[config.mk]
export PLATFORM = sky130hd
export DESIGN_NAME = vga_sprite_overlay_flat
export DESIGN_NICKNAME = d
export VERILOG_FILES = /design/src/rtl/vga_pkg.sv /design/src/rtl/vga_sprite_overlay_if.sv /design/src/rtl/vga_bounce_axis.sv /design/src/rtl/vga_sprite_overlay.sv /design/src/flat_wrapper.sv
export SDC_FILE = /design/constraint.sdc
export NUM_CORES = 1
export LEC_CHECK = 0
export CAP_MARGIN = 20
export CORE_MARGIN = 5
export CORE_UTILIZATION = 58
export CTS_BUF_LIST = sky130_fd_sc_hd__clkbuf_4 sky130_fd_sc_hd__clkbuf_8
export CTS_CLUSTER_SIZE = 20
export DETAILED_ROUTE_END_ITERATION = 8
export GPL_TIMING_DRIVEN = 0
export PLACE_DENSITY = 0.93
export SETUP_SLACK_MARGIN = 0.02
export SYNTH_ARGS = -nofsm -noshare
export SYNTH_HDL_FRONTEND = slang
export SYNTH_SLANG_ARGS = --single-unit
export TNS_END_PERCENT = 100
[constraint.sdc]
create_clock -name clk -period 4.65 [get_ports clk]
set_input_delay 0.93 -clock clk [delete_from_list [all_inputs] [get_ports clk]]
set_output_delay 0.93 -clock clk [all_outputs]
set_load 0.01 [all_outputs]
[src/rtl/vga_pkg.sv]
// Shared VGA constants and types used by the sprite overlay stage and its helpers.
package vga_pkg;

  localparam int H_ACTIVE_640 = 640;
  localparam int V_ACTIVE_480 = 480;
  localparam int H_TOTAL      = 800;
  localparam int V_TOTAL      = 525;

  typedef struct packed {
    logic [3:0] r;
    logic [3:0] g;
    logic [3:0] b;
  } rgb12_t;

  typedef enum logic {
    DIR_INC,
    DIR_DEC
  } dir_t;

endpackage

[src/rtl/vga_sprite_overlay_if.sv]
// Video stream bundle: timing/background in from the upstream generators, final pixels out to the pins.
interface vga_sprite_overlay_if;

  logic [9:0] hcount_in;
  logic [9:0] vcount_in;
  logic       vga_active_in;
  logic       hsync_in;
  logic       vsync_in;
  logic [3:0] bg_r_in;
  logic [3:0] bg_g_in;
  logic [3:0] bg_b_in;

  logic [3:0] vga_r_out;
  logic [3:0] vga_g_out;
  logic [3:0] vga_b_out;
  logic       hsync_out;
  logic       vsync_out;
  logic       vga_active_out;

  // Master is the upstream side that produces timing/background and consumes final pixels.
  modport master (
    output hcount_in, vcount_in, vga_active_in, hsync_in, vsync_in,
    output bg_r_in, bg_g_in, bg_b_in,
    input  vga_r_out, vga_g_out, vga_b_out, hsync_out, vsync_out, vga_active_out
  );

  modport slave (
    input  hcount_in, vcount_in, vga_active_in, hsync_in, vsync_in,
    input  bg_r_in, bg_g_in, bg_b_in,
    output vga_r_out, vga_g_out, vga_b_out, hsync_out, vsync_out, vga_active_out
  );

endinterface

[src/rtl/vga_bounce_axis.sv]
// One-axis sprite position: steps by STEP per tick and reverses, clamped, at 0 and LIMIT-SIZE.
module vga_bounce_axis
  import vga_pkg::*;
#(
  parameter int LIMIT = 640,
  parameter int SIZE  = 32,
  parameter int STEP  = 2,
  parameter int INIT  = 100
) (
  input  logic       clk,
  input  logic       rst,
  input  logic       tick_i,
  input  logic       en_i,
  output logic [9:0] pos_o,
  output logic       bounce_o
);

  localparam logic [10:0] LIMIT11 = 11'(LIMIT);
  localparam logic [10:0] SIZE11  = 11'(SIZE);
  localparam logic [10:0] STEP11  = 11'(STEP);
  localparam logic [9:0]  INIT10  = 10'(INIT);

  logic [9:0]  pos_q, pos_d;
  dir_t        dir_q, dir_d;
  logic        bounce_d;
  logic [10:0] pos11;

  // NOTE: sequential state uses non-blocking assignments so every register samples pre-edge values.
  always_ff @(posedge clk or negedge rst) begin
    if (!rst) begin
      pos_q <= INIT10;
      dir_q <= DIR_INC;
    end else begin
      pos_q <= pos_d;
      dir_q <= dir_d;
    end
  end

  // NOTE: every signal gets a default at the top of always_comb so no path can infer a latch.
  always_comb begin
    pos11    = {1'b0, pos_q};
    pos_d    = pos_q;
    dir_d    = dir_q;
    bounce_d = 1'b0;
    if (tick_i && en_i) begin
      if (dir_q == DIR_INC) begin
        // Widened to 11 bits so the overshoot test itself cannot wrap.
        if (pos11 + SIZE11 + STEP11 > LIMIT11) begin
          pos_d    = 10'(LIMIT11 - SIZE11);
          dir_d    = DIR_DEC;
          bounce_d = 1'b1;
        end else begin
          pos_d = 10'(pos11 + STEP11);
        end
      end else begin
        if (pos11 < STEP11) begin
          pos_d    = '0;
          dir_d    = DIR_INC;
          bounce_d = 1'b1;
        end else begin
          pos_d = 10'(pos11 - STEP11);
        end
      end
    end
  end

  always_comb begin
    pos_o    = pos_q;
    bounce_o = bounce_d;
  end

endmodule

[src/rtl/vga_sprite_overlay.sv]
// Two-stage overlay of a bouncing solid square onto the background stream; all outputs share latency 2.
module vga_sprite_overlay
  import vga_pkg::*;
#(
  parameter int     H_ACTIVE    = H_ACTIVE_640,
  parameter int     V_ACTIVE    = V_ACTIVE_480,
  parameter int     SPRITE_SIZE = 32,
  parameter int     STEP        = 2,
  parameter int     INIT_X      = 100,
  parameter int     INIT_Y      = 60,
  parameter rgb12_t SPRITE_RGB  = 12'hF00,
  parameter logic   SYNC_IDLE   = 1'b1
) (
  input  logic                  clk,
  input  logic                  rst,
  vga_sprite_overlay_if.slave   vid,
  input  logic                  move_en,
  output logic                  edge_hit,
  output logic [9:0]            sprite_x,
  output logic [9:0]            sprite_y
);

  typedef struct packed {
    logic   hit;
    rgb12_t bg;
    logic   active;
    logic   hsync;
    logic   vsync;
  } stage1_t;

  localparam logic [10:0] SIZE11 = 11'(SPRITE_SIZE);
  localparam stage1_t S1_RST = '{hit: 1'b0, bg: '0, active: 1'b0,
                                 hsync: SYNC_IDLE, vsync: SYNC_IDLE};

  logic        tick;
  logic        bounce_x, bounce_y;
  logic        edge_hit_q;
  logic [10:0] h11, v11, x11, y11;
  stage1_t     s1_q, s1_d;
  rgb12_t      rgb_q, rgb_d;
  logic        active_q, hsync_q, vsync_q;

  // First pixel of the first blanking line: position only ever moves off-screen.
  assign tick = (vid.hcount_in == '0) && (vid.vcount_in == 10'(V_ACTIVE));

  vga_bounce_axis #(
    .LIMIT (H_ACTIVE),
    .SIZE  (SPRITE_SIZE),
    .STEP  (STEP),
    .INIT  (INIT_X)
  ) u_axis_x (
    .clk      (clk),
    .rst      (rst),
    .tick_i   (tick),
    .en_i     (move_en),
    .pos_o    (sprite_x),
    .bounce_o (bounce_x)
  );

  vga_bounce_axis #(
    .LIMIT (V_ACTIVE),
    .SIZE  (SPRITE_SIZE),
    .STEP  (STEP),
    .INIT  (INIT_Y)
  ) u_axis_y (
    .clk      (clk),
    .rst      (rst),
    .tick_i   (tick),
    .en_i     (move_en),
    .pos_o    (sprite_y),
    .bounce_o (bounce_y)
  );

  always_comb begin
    h11 = {1'b0, vid.hcount_in};
    v11 = {1'b0, vid.vcount_in};
    x11 = {1'b0, sprite_x};
    y11 = {1'b0, sprite_y};
    s1_d.hit    = (h11 >= x11) && (h11 < x11 + SIZE11) &&
                  (v11 >= y11) && (v11 < y11 + SIZE11);
    s1_d.bg     = '{r: vid.bg_r_in, g: vid.bg_g_in, b: vid.bg_b_in};
    s1_d.active = vid.vga_active_in;
    s1_d.hsync  = vid.hsync_in;
    s1_d.vsync  = vid.vsync_in;
  end

  // Blanking forces black, so off-screen counts can never show sprite pixels.
  always_comb begin
    rgb_d = '0;
    if (s1_q.active) rgb_d = s1_q.hit ? SPRITE_RGB : s1_q.bg;
  end

  // NOTE: every pipeline flop is reset to its idle value so no stale sync or colour leaks out after reset.
  always_ff @(posedge clk or negedge rst) begin
    if (!rst) begin
      s1_q       <= S1_RST;
      rgb_q      <= '0;
      active_q   <= 1'b0;
      hsync_q    <= SYNC_IDLE;
      vsync_q    <= SYNC_IDLE;
      edge_hit_q <= 1'b0;
    end else begin
      s1_q       <= s1_d;
      rgb_q      <= rgb_d;
      active_q   <= s1_q.active;
      hsync_q    <= s1_q.hsync;
      vsync_q    <= s1_q.vsync;
      edge_hit_q <= bounce_x | bounce_y;
    end
  end

  assign vid.vga_r_out      = rgb_q.r;
  assign vid.vga_g_out      = rgb_q.g;
  assign vid.vga_b_out      = rgb_q.b;
  assign vid.vga_active_out = active_q;
  assign vid.hsync_out      = hsync_q;
  assign vid.vsync_out      = vsync_q;
  assign edge_hit           = edge_hit_q;

endmodule

[src/flat_wrapper.sv]
// flat-port wrapper written by rule: the top's interface ports become plain ports
module vga_sprite_overlay_flat import vga_pkg::*;
#(
  parameter int     H_ACTIVE    = H_ACTIVE_640,
  parameter int     V_ACTIVE    = V_ACTIVE_480,
  parameter int     SPRITE_SIZE = 32,
  parameter int     STEP        = 2,
  parameter int     INIT_X      = 100,
  parameter int     INIT_Y      = 60,
  parameter rgb12_t SPRITE_RGB  = 12'hF00,
  parameter logic   SYNC_IDLE   = 1'b1
)
  (clk, rst, move_en, edge_hit, sprite_x, sprite_y, vid_hcount_in, vid_vcount_in, vid_vga_active_in, vid_hsync_in, vid_vsync_in, vid_bg_r_in, vid_bg_g_in, vid_bg_b_in, vid_vga_r_out, vid_vga_g_out, vid_vga_b_out, vid_hsync_out, vid_vsync_out, vid_vga_active_out);
  vga_sprite_overlay_if vid_i ();
  input  logic clk;
  input  logic rst;
  input  logic move_en;
  output logic edge_hit;
  output logic [9:0] sprite_x;
  output logic [9:0] sprite_y;
  input wire logic [$bits(vid_i.hcount_in)-1:0] vid_hcount_in;
  input wire logic [$bits(vid_i.vcount_in)-1:0] vid_vcount_in;
  input wire logic [$bits(vid_i.vga_active_in)-1:0] vid_vga_active_in;
  input wire logic [$bits(vid_i.hsync_in)-1:0] vid_hsync_in;
  input wire logic [$bits(vid_i.vsync_in)-1:0] vid_vsync_in;
  input wire logic [$bits(vid_i.bg_r_in)-1:0] vid_bg_r_in;
  input wire logic [$bits(vid_i.bg_g_in)-1:0] vid_bg_g_in;
  input wire logic [$bits(vid_i.bg_b_in)-1:0] vid_bg_b_in;
  output wire logic [$bits(vid_i.vga_r_out)-1:0] vid_vga_r_out;
  output wire logic [$bits(vid_i.vga_g_out)-1:0] vid_vga_g_out;
  output wire logic [$bits(vid_i.vga_b_out)-1:0] vid_vga_b_out;
  output wire logic [$bits(vid_i.hsync_out)-1:0] vid_hsync_out;
  output wire logic [$bits(vid_i.vsync_out)-1:0] vid_vsync_out;
  output wire logic [$bits(vid_i.vga_active_out)-1:0] vid_vga_active_out;
  assign vid_i.hcount_in = vid_hcount_in;
  assign vid_i.vcount_in = vid_vcount_in;
  assign vid_i.vga_active_in = vid_vga_active_in;
  assign vid_i.hsync_in = vid_hsync_in;
  assign vid_i.vsync_in = vid_vsync_in;
  assign vid_i.bg_r_in = vid_bg_r_in;
  assign vid_i.bg_g_in = vid_bg_g_in;
  assign vid_i.bg_b_in = vid_bg_b_in;
  assign vid_vga_r_out = vid_i.vga_r_out;
  assign vid_vga_g_out = vid_i.vga_g_out;
  assign vid_vga_b_out = vid_i.vga_b_out;
  assign vid_hsync_out = vid_i.hsync_out;
  assign vid_vsync_out = vid_i.vsync_out;
  assign vid_vga_active_out = vid_i.vga_active_out;
  vga_sprite_overlay #(.H_ACTIVE(H_ACTIVE), .V_ACTIVE(V_ACTIVE), .SPRITE_SIZE(SPRITE_SIZE), .STEP(STEP), .INIT_X(INIT_X), .INIT_Y(INIT_Y), .SPRITE_RGB(SPRITE_RGB), .SYNC_IDLE(SYNC_IDLE)) u_core (.clk(clk), .rst(rst), .vid(vid_i), .move_en(move_en), .edge_hit(edge_hit), .sprite_x(sprite_x), .sprite_y(sprite_y));
endmodule
### After elaboration in Yosys (flattened, before gate mapping)

Index checks and enable logic that the tools add are counted.

| storage, ports and cells | value |
|---|---|
| register bits after elaboration | 54 |
| latch bits | 0 |
| RAM bits | 0 |
| memory bits (read-only) | 0 |
| input port bits | 38 |
| output and inout bits | 36 |
| memories | 0 |

| operators by class | value |
|---|---|
| add/subtract/negate cells | 8 |
| $mul | 0 |
| divide/modulo/power cells | 0 |
| order comparisons | 8 |
| equality and inequality tests | 1 |
| shift operators | 0 |
| muxes and demuxes | 20 |
| bitwise logic cells | 1 |
| reductions and logical operators | 6 |

Operators by type and width:

| operator | number |
|---|---|
| 2-to-1 mux 10 bit | 6 |
| 2-to-1 mux 12 bit | 2 |
| adder 10 x 6 -> 11 bit (second input constant) | 2 |
| adder 11 x 2 -> 11 bit (second input constant) | 2 |
| < comparator 10 x 11 -> 1 bit | 2 |
| adder 10 x 2 -> 10 bit (second input constant) | 2 |
| >= comparator 10 bit | 2 |
| < comparator 10 x 2 -> 1 bit (second input constant) | 2 |
| subtractor 10 x 2 -> 10 bit (second input constant) | 2 |
| 2-to-1 mux 1 bit | 12 |
| > comparator 11 x 10 -> 1 bit (second input constant) | 1 |
| > comparator 11 x 9 -> 1 bit (second input constant) | 1 |
| equality test 10 x 9 -> 1 bit (second input constant) | 1 |
| zero test 10 bit | 1 |
| logical AND 1 bit | 5 |
| OR 1 bit | 1 |

### Logic depth before layout (Yosys ltp)

Gate-level depths: netlist of the first run.

| depth | value |
|---|---|
| depth in word-level cells | 7 |
| mapped depth | 10 |

### Modules after synthesis

A second synthesis of the first run with hierarchy kept.

| unflattened totals | value |
|---|---|
| cell total of the unflattened synthesis | 410 |
| area, all modules | 3701.0 sq um |

By module, submodules not included:

| module | instances | cells each | area an instance (sq um) | seq. area each (sq um) |
|---|---|---|---|---|
| vga_sprite_overlay | 1 | 169 | 1833.0 | 805.8 |
| vga_bounce_axis (u_core.u_axis_y) | 1 | 124 | 974.7 | 255.2 |
| vga_bounce_axis (u_core.u_axis_x) | 1 | 117 | 893.4 | 254.0 |

### Least setup slack after synthesis of the first run

Ideal clock, no wire load.

| timing path | value |
|---|---|
| kind | register to register |
| start | reg u_core.u_axis_y.pos_q[5], in the netlist u_core.u_axis_y.pos_o[5] |
| end | reg u_core.u_axis_y.pos_q[9], in the netlist u_core.u_axis_y.pos_o[9] |
| setup time | 0.129 ns |
| arrival time | 2.532 ns |
| data required time | 4.521 ns |
| path slack | 1.989 ns |
| stages on the path, launching flop included | 10 |
| period minus slack after synthesis | 2.661 ns |
| cell sequence | dfstp_2 > buf_2 > clkbuf_1 > inv_1 > ha_1 > or3_1 > a21oi_1 > a31oi_2 > a311oi_1 > a21oi_1 |

| on the way | value |
|---|---|
| word-level cells in the longest chain between the ends | 5 |

Ends and longest elaborated chain:

| item | RTL line | text |
|---|---|---|
| from (decl) | vga_bounce_axis.sv:23 | `logic [9:0] pos_q, pos_d;` |
| from (signal assigned) | vga_bounce_axis.sv:34 | `pos_q <= pos_d;` |
| adder 10 x 6 -> 11 bit | vga_bounce_axis.sv:48 | `if (pos11 + SIZE11 + STEP11 > LIMIT11) begin` |
| adder 11 x 2 -> 11 bit | vga_bounce_axis.sv:48 |  |
| > comparator 11 x 9 -> 1 bit | vga_bounce_axis.sv:48 |  |
| 2-to-1 mux 10 bit | vga_bounce_axis.sv:48 |  |
| 2-to-1 mux 10 bit * | vga_bounce_axis.sv:46 | `if (dir_q == DIR_INC) begin` |

Every way passes the cells marked *; elsewhere a longest branch is shown, timed or not.
A chain may end at the register's enable or synchronous reset.

### Final worst setup path of the first run

| timing path | value |
|---|---|
| start | in vid_vcount_in[5] |
| end | reg u_core.u_axis_x.pos_q[4], in the netlist u_core.u_axis_x.pos_o[4] |

| on the way | value |
|---|---|
| word-level cells in the longest chain between the ends | 3 |

Ends and longest elaborated chain:

| item | RTL line | text |
|---|---|---|
| from (decl) | flat_wrapper.sv:22 | `input wire logic [$bits(vid_i.vcount_in)-1:0] vid_vcount_in;` |
| equality test 10 x 9 -> 1 bit | vga_sprite_overlay.sv:44 | `assign tick = (vid.hcount_in == '0) && (vid.vcount_in == 10'(V_ACTIVE));` |
| logical AND 1 bit | vga_sprite_overlay.sv:44 |  |
| logical AND 1 bit | vga_bounce_axis.sv:45 | `if (tick_i && en_i) begin` |
| to (signal assigned) | vga_bounce_axis.sv:34 |  |
| to (decl) | vga_bounce_axis.sv:23 |  |

Every way passes these cells.

==> flow_summary.toml, run 1 <==
[critical_path]
crit_family = "simple AND/OR/NAND/NOR gates"
crit_required_ps = 4850
crit_end = "u_core.u_axis_x.pos_o[4]"
crit_chain = "clkdlybuf4s50_1 > nor4bb_1 > nand4b_1 > nor3_2 > clkbuf_1 > nand2_1 > a22oi_1 > o21ai_1"
criticalPathCategory = "input port to register"
arrival_ps = 3350
worst-path-max-fanout = 10
worstReg2RegEnd = "u_core.u_axis_y.pos_o[1]"
r2r_cells = 9
crit_slowest_cell = "nor3_2"
crit_buf_inv = 2
worstSetupStartpoint = "vid_vcount_in[5]"
cp-start-kind = "input port"
worstReg2RegStart = "u_core.u_axis_y.pos_o[5]"
path_depth = 8
max_stage_delay_ps = 510
endpoint_kind = "register"
rrSetupSlack_ps = 1520

[placed_design]
dp_hpwl_mm = 7.88
port_buffers = 71
place_congestion = 0.934
dpl_cell_area_um2 = 4590

[global_route]
use_met1 = 0.339
use_met2 = 0.387
busiest_layer = "met2"
grt_pass1_wl_mm = 16.9
grt-ovfl-total = 0
grt_use_met3 = 0.0475
antenna_found_initial = 0
grt_usage = 0.248
grt_max_degree = 37
grt_pass1_vias = 3438

[die]
io_pins = 74
fp-row-count = 29
core_um2 = 6350
initial_utilization = 0.593
die_w_um = 90.6
die-area_um2 = 8200
die_h_um = 90.6

[route]
first_pass_iters = 5
drt.antenna.violating_nets = 0
vias = 3620
routed_wl_mm = 10.3
routedWlPerCell_um = 18.2
vias_per_cell = 6.44
drt_iter0_markers = 480
drc = 0

[yosys]
yosysSeqAreaShare = 0.349
synth_warnings = 0
synth_seq_cells = 52
syn_area_per_cell_um2 = 9.32
synth.cell_area_um2 = 3760
synth_top_area_frac = 0.273
synth_flop_cell = "dfrtp_1"
synthTopCellsByArea = "dfrtp_1 (27%), ha_1 (12%), dfstp_2 (7.7%)"
async_flop_share = 1.00
synth_top_cell_by_area = "dfrtp_1"
synth_cell_types = 73
synthCells = 404
synth_edf_count = 0

[cts]
cts_root_buf = "clkbuf_8"
clk_latency_ps = 310
cts_tree = "yes"
post-cts-setup-buffers = 0
cts.sink_count = 52
cts-htree-levels = 2
clk_pin_slew_ps = 100
ctsHoldBuffers = 0
cts_resized = 0
clockBufferDepth = 2
cts_made_buffers = 5

[timing]
post-route-period-util = 0.679
timing.setup.tns_ps = 0
fin_crit_ps = 3160
rsz0062_at_grt = "no"
hold_viol = 0
clock_skew_ps = 12.0
drv_slew = 0
tightest_slew_ps = 678
max-slew-margin-rel = 0.544
finalSetupViolations = 0
clock.fmax_ghz = 0.317

[worst_hold_path]
hold_class = "register to register"

[outcome]
status = "finished, final reports clean"

[finish]
area_growth_pct = 24.5
nNetsFinal = 559
multi_input_comb_area_um2 = 2260
seqCellArea_um2 = 1320
diodes = 0
finish.instance_area_um2 = 4690
nFillCells = 443
drive_gt1_frac = 0.109

[power_and_ir_drop]
peakVddDrop_uv = 253
leakagePower_nw = 1.92
powerDensity_nw_per_um2 = 180

[job]
cap_violations = 0
[worst min path at each step]
stage / startpoint / to / slack, ps / cells after the start
6_report: u_core.s1_q[0] / u_core.vid.vsync_out / 360 / 0
2_1_floorplan: u_core.s1_q[1] / u_core.vid.hsync_out / 350 / 0
3_3_place_gp: u_core.s1_q[1] / u_core.vid.hsync_out / 350 / 0
3_5_place_dp: u_core.s1_q[0] / u_core.vid.vsync_out / 350 / 0
4_1_cts: u_core.s1_q[0] / u_core.vid.vsync_out / 370 / 0
5_1_grt: u_core.s1_q[1] / u_core.vid.hsync_out / 370 / 0
[synth_stat cells, drive strengths merged, types with 4 or more instances]
cell,count
xnor2,10
and2,11
inv,24
buf,13
clkbuf,8
o21ai,32
dfrtp,41
nand3,20
o31ai,13
a21o,5
and3,6
a22oi,4
nor2,22
o21a,11
ha,37
a21oi,23
o211ai,5
nor3,15
nand2,22
dfstp,11
or3,4
[kinds of logic (layout without fill, tap and decap cells)]
family	after synthesis	in the layout	share of synthesized area
XOR/XNOR	10	10	0.0292
multiplexers	2	2	0.00532
other	1	2	0.000996
buffers and inverters	45	125	0.0525
flip-flops	52	52	0.349
AO/OA/AOI/OAI	129	129	0.251
adder cells (fa/ha/maj)	38	38	0.126
AND/OR/NAND/NOR	127	127	0.186
[report_power, final]
group / internal [W] / switching [W]
logic: 0.0000583 / 0.0000401
registers: 0.000467 / 0.00000482
clock network: 0.000111 / 0.000164
[stage by stage]
| stage | power (W) | std cells | hold WS, ps | utilization | setup WS [ps] |
|---|---|---|---|---|---|
| after detailed placement | 0.000580 | 554 | 351 | 0.723 | 1220 |
| after global placement | 0.000574 | 553 | 347 | 0.721 | 1220 |
| after CTS | 0.000854 | 562 | 365 | 0.738 | 1560 |
| final | 0.000845 | 562 | 364 | 0.738 | 1490 |
| after global routing | 0.000884 | 562 | 372 | 0.738 | 1270 |
| after floorplan | 0.000511 | 405 | 345 | - | 1990 |
[metal layers]
metal  vias up  part of all wire  routed length [µm]
li1       1661                 -                   -
met1      1688              0.41                4230
met2       237              0.46                4760
met3        34             0.099                1020
met4         0             0.024                 247
met5         -                 0                   0
[layout make-up]
cell class,count,share of cell area
Multi-Input combinational cell,308,0.481
Sequential cell,52,0.281
Timing Repair Buffer,72,0.155
Buffer,21,0.0230
Tap cell,77,0.0206
Inverter,24,0.0192
Clock buffer,5,0.0147
Clock inverter,3,0.00587
[layout by cell type (no fill, tap or decap), drive strengths merged, types with 4 or more instances in the layout]
| cell | Yosys | final |
|---|---|---|
| nand2 | 22 | 22 |
| a21oi | 23 | 23 |
| clkbuf | 8 | 13 |
| nor2 | 22 | 22 |
| clkdlybuf4s50 | 0 | 70 |
| o21a | 11 | 11 |
| dfstp | 11 | 11 |
| and3 | 6 | 6 |
| xnor2 | 10 | 10 |
| buf | 13 | 15 |
| a22oi | 4 | 4 |
| or3 | 4 | 4 |
| nor3 | 15 | 15 |
| ha | 37 | 37 |
| inv | 24 | 25 |
| dfrtp | 41 | 41 |
| a21o | 5 | 5 |
| o21ai | 32 | 32 |
| o31ai | 13 | 13 |
| o211ai | 5 | 5 |
| and2 | 11 | 11 |
| nand3 | 20 | 20 |
[sequential cells by signal (all words and copies together) (netlist names)]
register and flops:
u_core.s1_q 16, u_core.u_axis_x.pos_o 9, u_core.u_axis_y.pos_o 9, u_core.vid.vga_b_out 4, u_core.vid.vga_g_out 4, u_core.vid.vga_r_out 4, u_core.edge_hit 1, u_core.u_axis_x.dir_q 1
u_core.u_axis_y.dir_q 1, u_core.vid.hsync_out 1, u_core.vid.vga_active_out 1, u_core.vid.vsync_out 1
Note: power is estimated with default switching activity, not from simulation.
==> run 2, diff against run 1 <==
--- a/config.mk
+++ b/config.mk
@@ -7,12 +7,12 @@
 export LEC_CHECK = 0
 export CAP_MARGIN = 20
 export CORE_MARGIN = 5
-export CORE_UTILIZATION = 58
+export CORE_UTILIZATION = 54
 export CTS_BUF_LIST = sky130_fd_sc_hd__clkbuf_4 sky130_fd_sc_hd__clkbuf_8
 export CTS_CLUSTER_SIZE = 20
 export DETAILED_ROUTE_END_ITERATION = 8
 export GPL_TIMING_DRIVEN = 0
-export PLACE_DENSITY = 0.93
+export PLACE_DENSITY = 0.88
 export SETUP_SLACK_MARGIN = 0.02
 export SYNTH_ARGS = -nofsm -noshare
 export SYNTH_HDL_FRONTEND = slang
==> constraint.sdc (replaced) <==
create_clock -name clk -period 2.96 [get_ports clk]
set_input_delay 0.592 -clock clk [delete_from_list [all_inputs] [get_ports clk]]
set_output_delay 0.592 -clock clk [all_outputs]
set_load 0.01 [all_outputs]
==> run 2 against run 1 <==
  * The run now ends with design-rule violations left
  * Die area rose by 6.6%
  * Non-clock buffer count is 7 higher
  * Combinational power up 60%
  * Clock-buffer cell count did not move
  * Worst hold slack worse by 210 ps
  * First-iteration DRC count decreased by 36%
  * Wire length is 0.48% higher
  * Register-to-register slack lost 1400 ps
  * Largest power group unchanged
  * Cell area is 2.5% higher
  * Core utilization shrank 3.1 points
  * Via count shrank 0.66%
==> flow_summary.toml, run 2 (synthesis gave the netlist of run 1 again) <==
[global_route]
grt_max_degree = 44
antenna_found_initial = 0
grt_pass1_wl_mm = 16.6
grt-ovfl-total = 0
grt_usage = 0.237
grt_pass1_vias = 3427

[cts]
cts-htree-levels = 2
cts_made_buffers = 5
cts_root_buf = "clkbuf_8"
cts_tree = "yes"
cts.sink_count = 52
clockBufferDepth = 2
clk_latency_ps = 310
clk_pin_slew_ps = 110

[critical_path]
max_stage_delay_ps = 670
crit_slowest_cell = "dfstp_2"
crit_required_ps = 3150
worst-path-max-fanout = 8
endpoint_kind = "register"
crit_chain = "clkinvlp_4 > ha_1 > and4b_1 > mux2i_1 > a2111oi_4 > o31ai_2 > or2_1 > o41ai_2"
criticalPathCategory = "register to register"
cp-start-kind = "register"
arrival_ps = 2980

[route]
first_pass_iters = 8
drt.antenna.violating_nets = 0
vias_per_cell = 6.12
routedWlPerCell_um = 17.5
drt_iter0_markers = 307
routed_wl_mm = 10.3
drc = 2
vias = 3596

[die]
initial_utilization = 0.554
fp-row-count = 30
die-area_um2 = 8740
die_w_um = 93.5
die_h_um = 93.5
core_um2 = 6790
io_pins = 74

[timing]
tightest_slew_ps = 684
post-route-period-util = 0.943
drv_slew = 0
hold_viol = 0
clock_skew_ps = 15.7
clock.fmax_ghz = 0.358
finalHoldWorstSlack_ps = 150
rsz0062_at_grt = "yes"
finalSetupViolations = 0
fin_crit_ps = 2790
max-slew-margin-rel = 0.540

[finish]
diodes = 0
final_cells = 588
final_common_cell = "clkdlybuf4s50_1"
finish.instance_area_um2 = 4800
top_register = "u_core.s1_q"
drive_gt1_frac = 0.138
area_growth_pct = 27.6
layout_common_cells = "clkdlybuf4s50_1 (70), dfrtp_1 (41), ha_1 (37), inv_1 (23), o21ai_0 (23)"
largest_reg_flops = 16
nFillCells = 531
nNetsFinal = 566

[outcome]
violations = "design-rule violations"
status = "complete, but fails checks"

[power_and_ir_drop]
powerDensity_nw_per_um2 = 276
leakagePower_nw = 1.97
peakVddDrop_uv = 200
finalPower_w = 0.00132

[worst_hold_path]
hold_class = "input port to asynchronous set/reset pin"

[placed_design]
port_buffers = 71
dp_hpwl_mm = 7.82
dpl_cell_area_um2 = 4610
placed_cells = 573
place_congestion = 0.980

[job]
cap_violations = 0
## run 2: cell types whose count changed in the layout (fill, tap and decap cells not counted), sizes merged
| cell | delta |
|---|---|
| inv | -1 |
| clkinvlp | +2 |
| clkinv | -1 |
| clkbuf | +1 |
| buf | +6 |
## run 2: worst paths after layout
check / from / end / slack [ps] / cells after the start
max in group asynchronous: rst / u_core.u_axis_x.pos_o[2] / 2220 / 2
min: rst / u_core.u_axis_y.pos_o[9] / 150 / 1
max reg2reg: u_core.u_axis_x.pos_o[5] / u_core.u_axis_x.pos_o[8] / 170 / 8
max: u_core.u_axis_x.pos_o[5] / u_core.u_axis_x.pos_o[8] / 170 / 8
min in group clk: u_core.s1_q[0] / u_core.vid.vsync_out / 360 / 0
min reg2reg: u_core.s1_q[0] / u_core.vid.vsync_out / 360 / 0
## run 2: per-layer routing
metal | vias to the layer above | share of wire | track usage
met5 | - | 0 | 0
met4 | 0 | 0.032 | 0.0879
met3 | 32 | 0.066 | 0.0298
met2 | 195 | 0.50 | 0.413
met1 | 1692 | 0.41 | 0.298
li1 | 1677 | - | -
## run 2: where the power goes
part / leakage [nW] / switching, W / internal (W) / total [W]
clock: 0.0423 / 0.000253 / 0.000172 / 0.000425
combinational: 1.33 / 0.0000653 / 0.0000920 / 0.000157
sequential: 0.606 / 0.00000654 / 0.000734 / 0.000741
total: 1.97 / 0.000325 / 0.000999 / 0.00132
## run 2: metrics by stage
stage               setup slack, ps  TNS, ps  utilization
floorplan                       299        0            -
global placement               -324    -9730        0.677
detailed placement             -324    -3150        0.679
CTS                            56.8        0        0.694
global route                  -1.71    -1.71        0.707
finish                          167        0        0.707
## run 2: area by class of cell
cell class / count / area [µm²] / share of cell area
tap: 96 / 120 / 0.0250
clock buffer: 5 / 68.8 / 0.0143
timing repair buffer: 79 / 778 / 0.162
multi-input combinational: 308 / 2290 / 0.476
clock inverter: 3 / 26.3 / 0.00547
inverter: 24 / 93.8 / 0.0195
buffer: 21 / 114 / 0.0237
sequential: 52 / 1320 / 0.274
## run 2: what timing repair did
item,CTS,global route
gates cloned,0,0
resized for setup,2,10
pin swaps,0,1
setup buffers,0,7
hold buffers,0,0
endpoints found under the setup margin,12,21
## run 2: critical path: cells and delay by family, from the launching register on
family | cells | cell delay, ps
mux | 1 | 120
simple gates | 2 | 530
compound gates | 3 | 790
buf+inv | 1 | 210
flops | 1 | 670
fa+ha+maj | 1 | 350
==> run 3, diff against run 2 <==
--- a/config.mk
+++ b/config.mk
@@ -5,7 +5,6 @@
 export SDC_FILE = /design/constraint.sdc
 export NUM_CORES = 1
 export LEC_CHECK = 0
-export CAP_MARGIN = 20
 export CORE_MARGIN = 5
 export CORE_UTILIZATION = 54
 export CTS_BUF_LIST = sky130_fd_sc_hd__clkbuf_4 sky130_fd_sc_hd__clkbuf_8
==> results of run 3 <==
Final layout, timing and power as in run 2 (identical DEF).
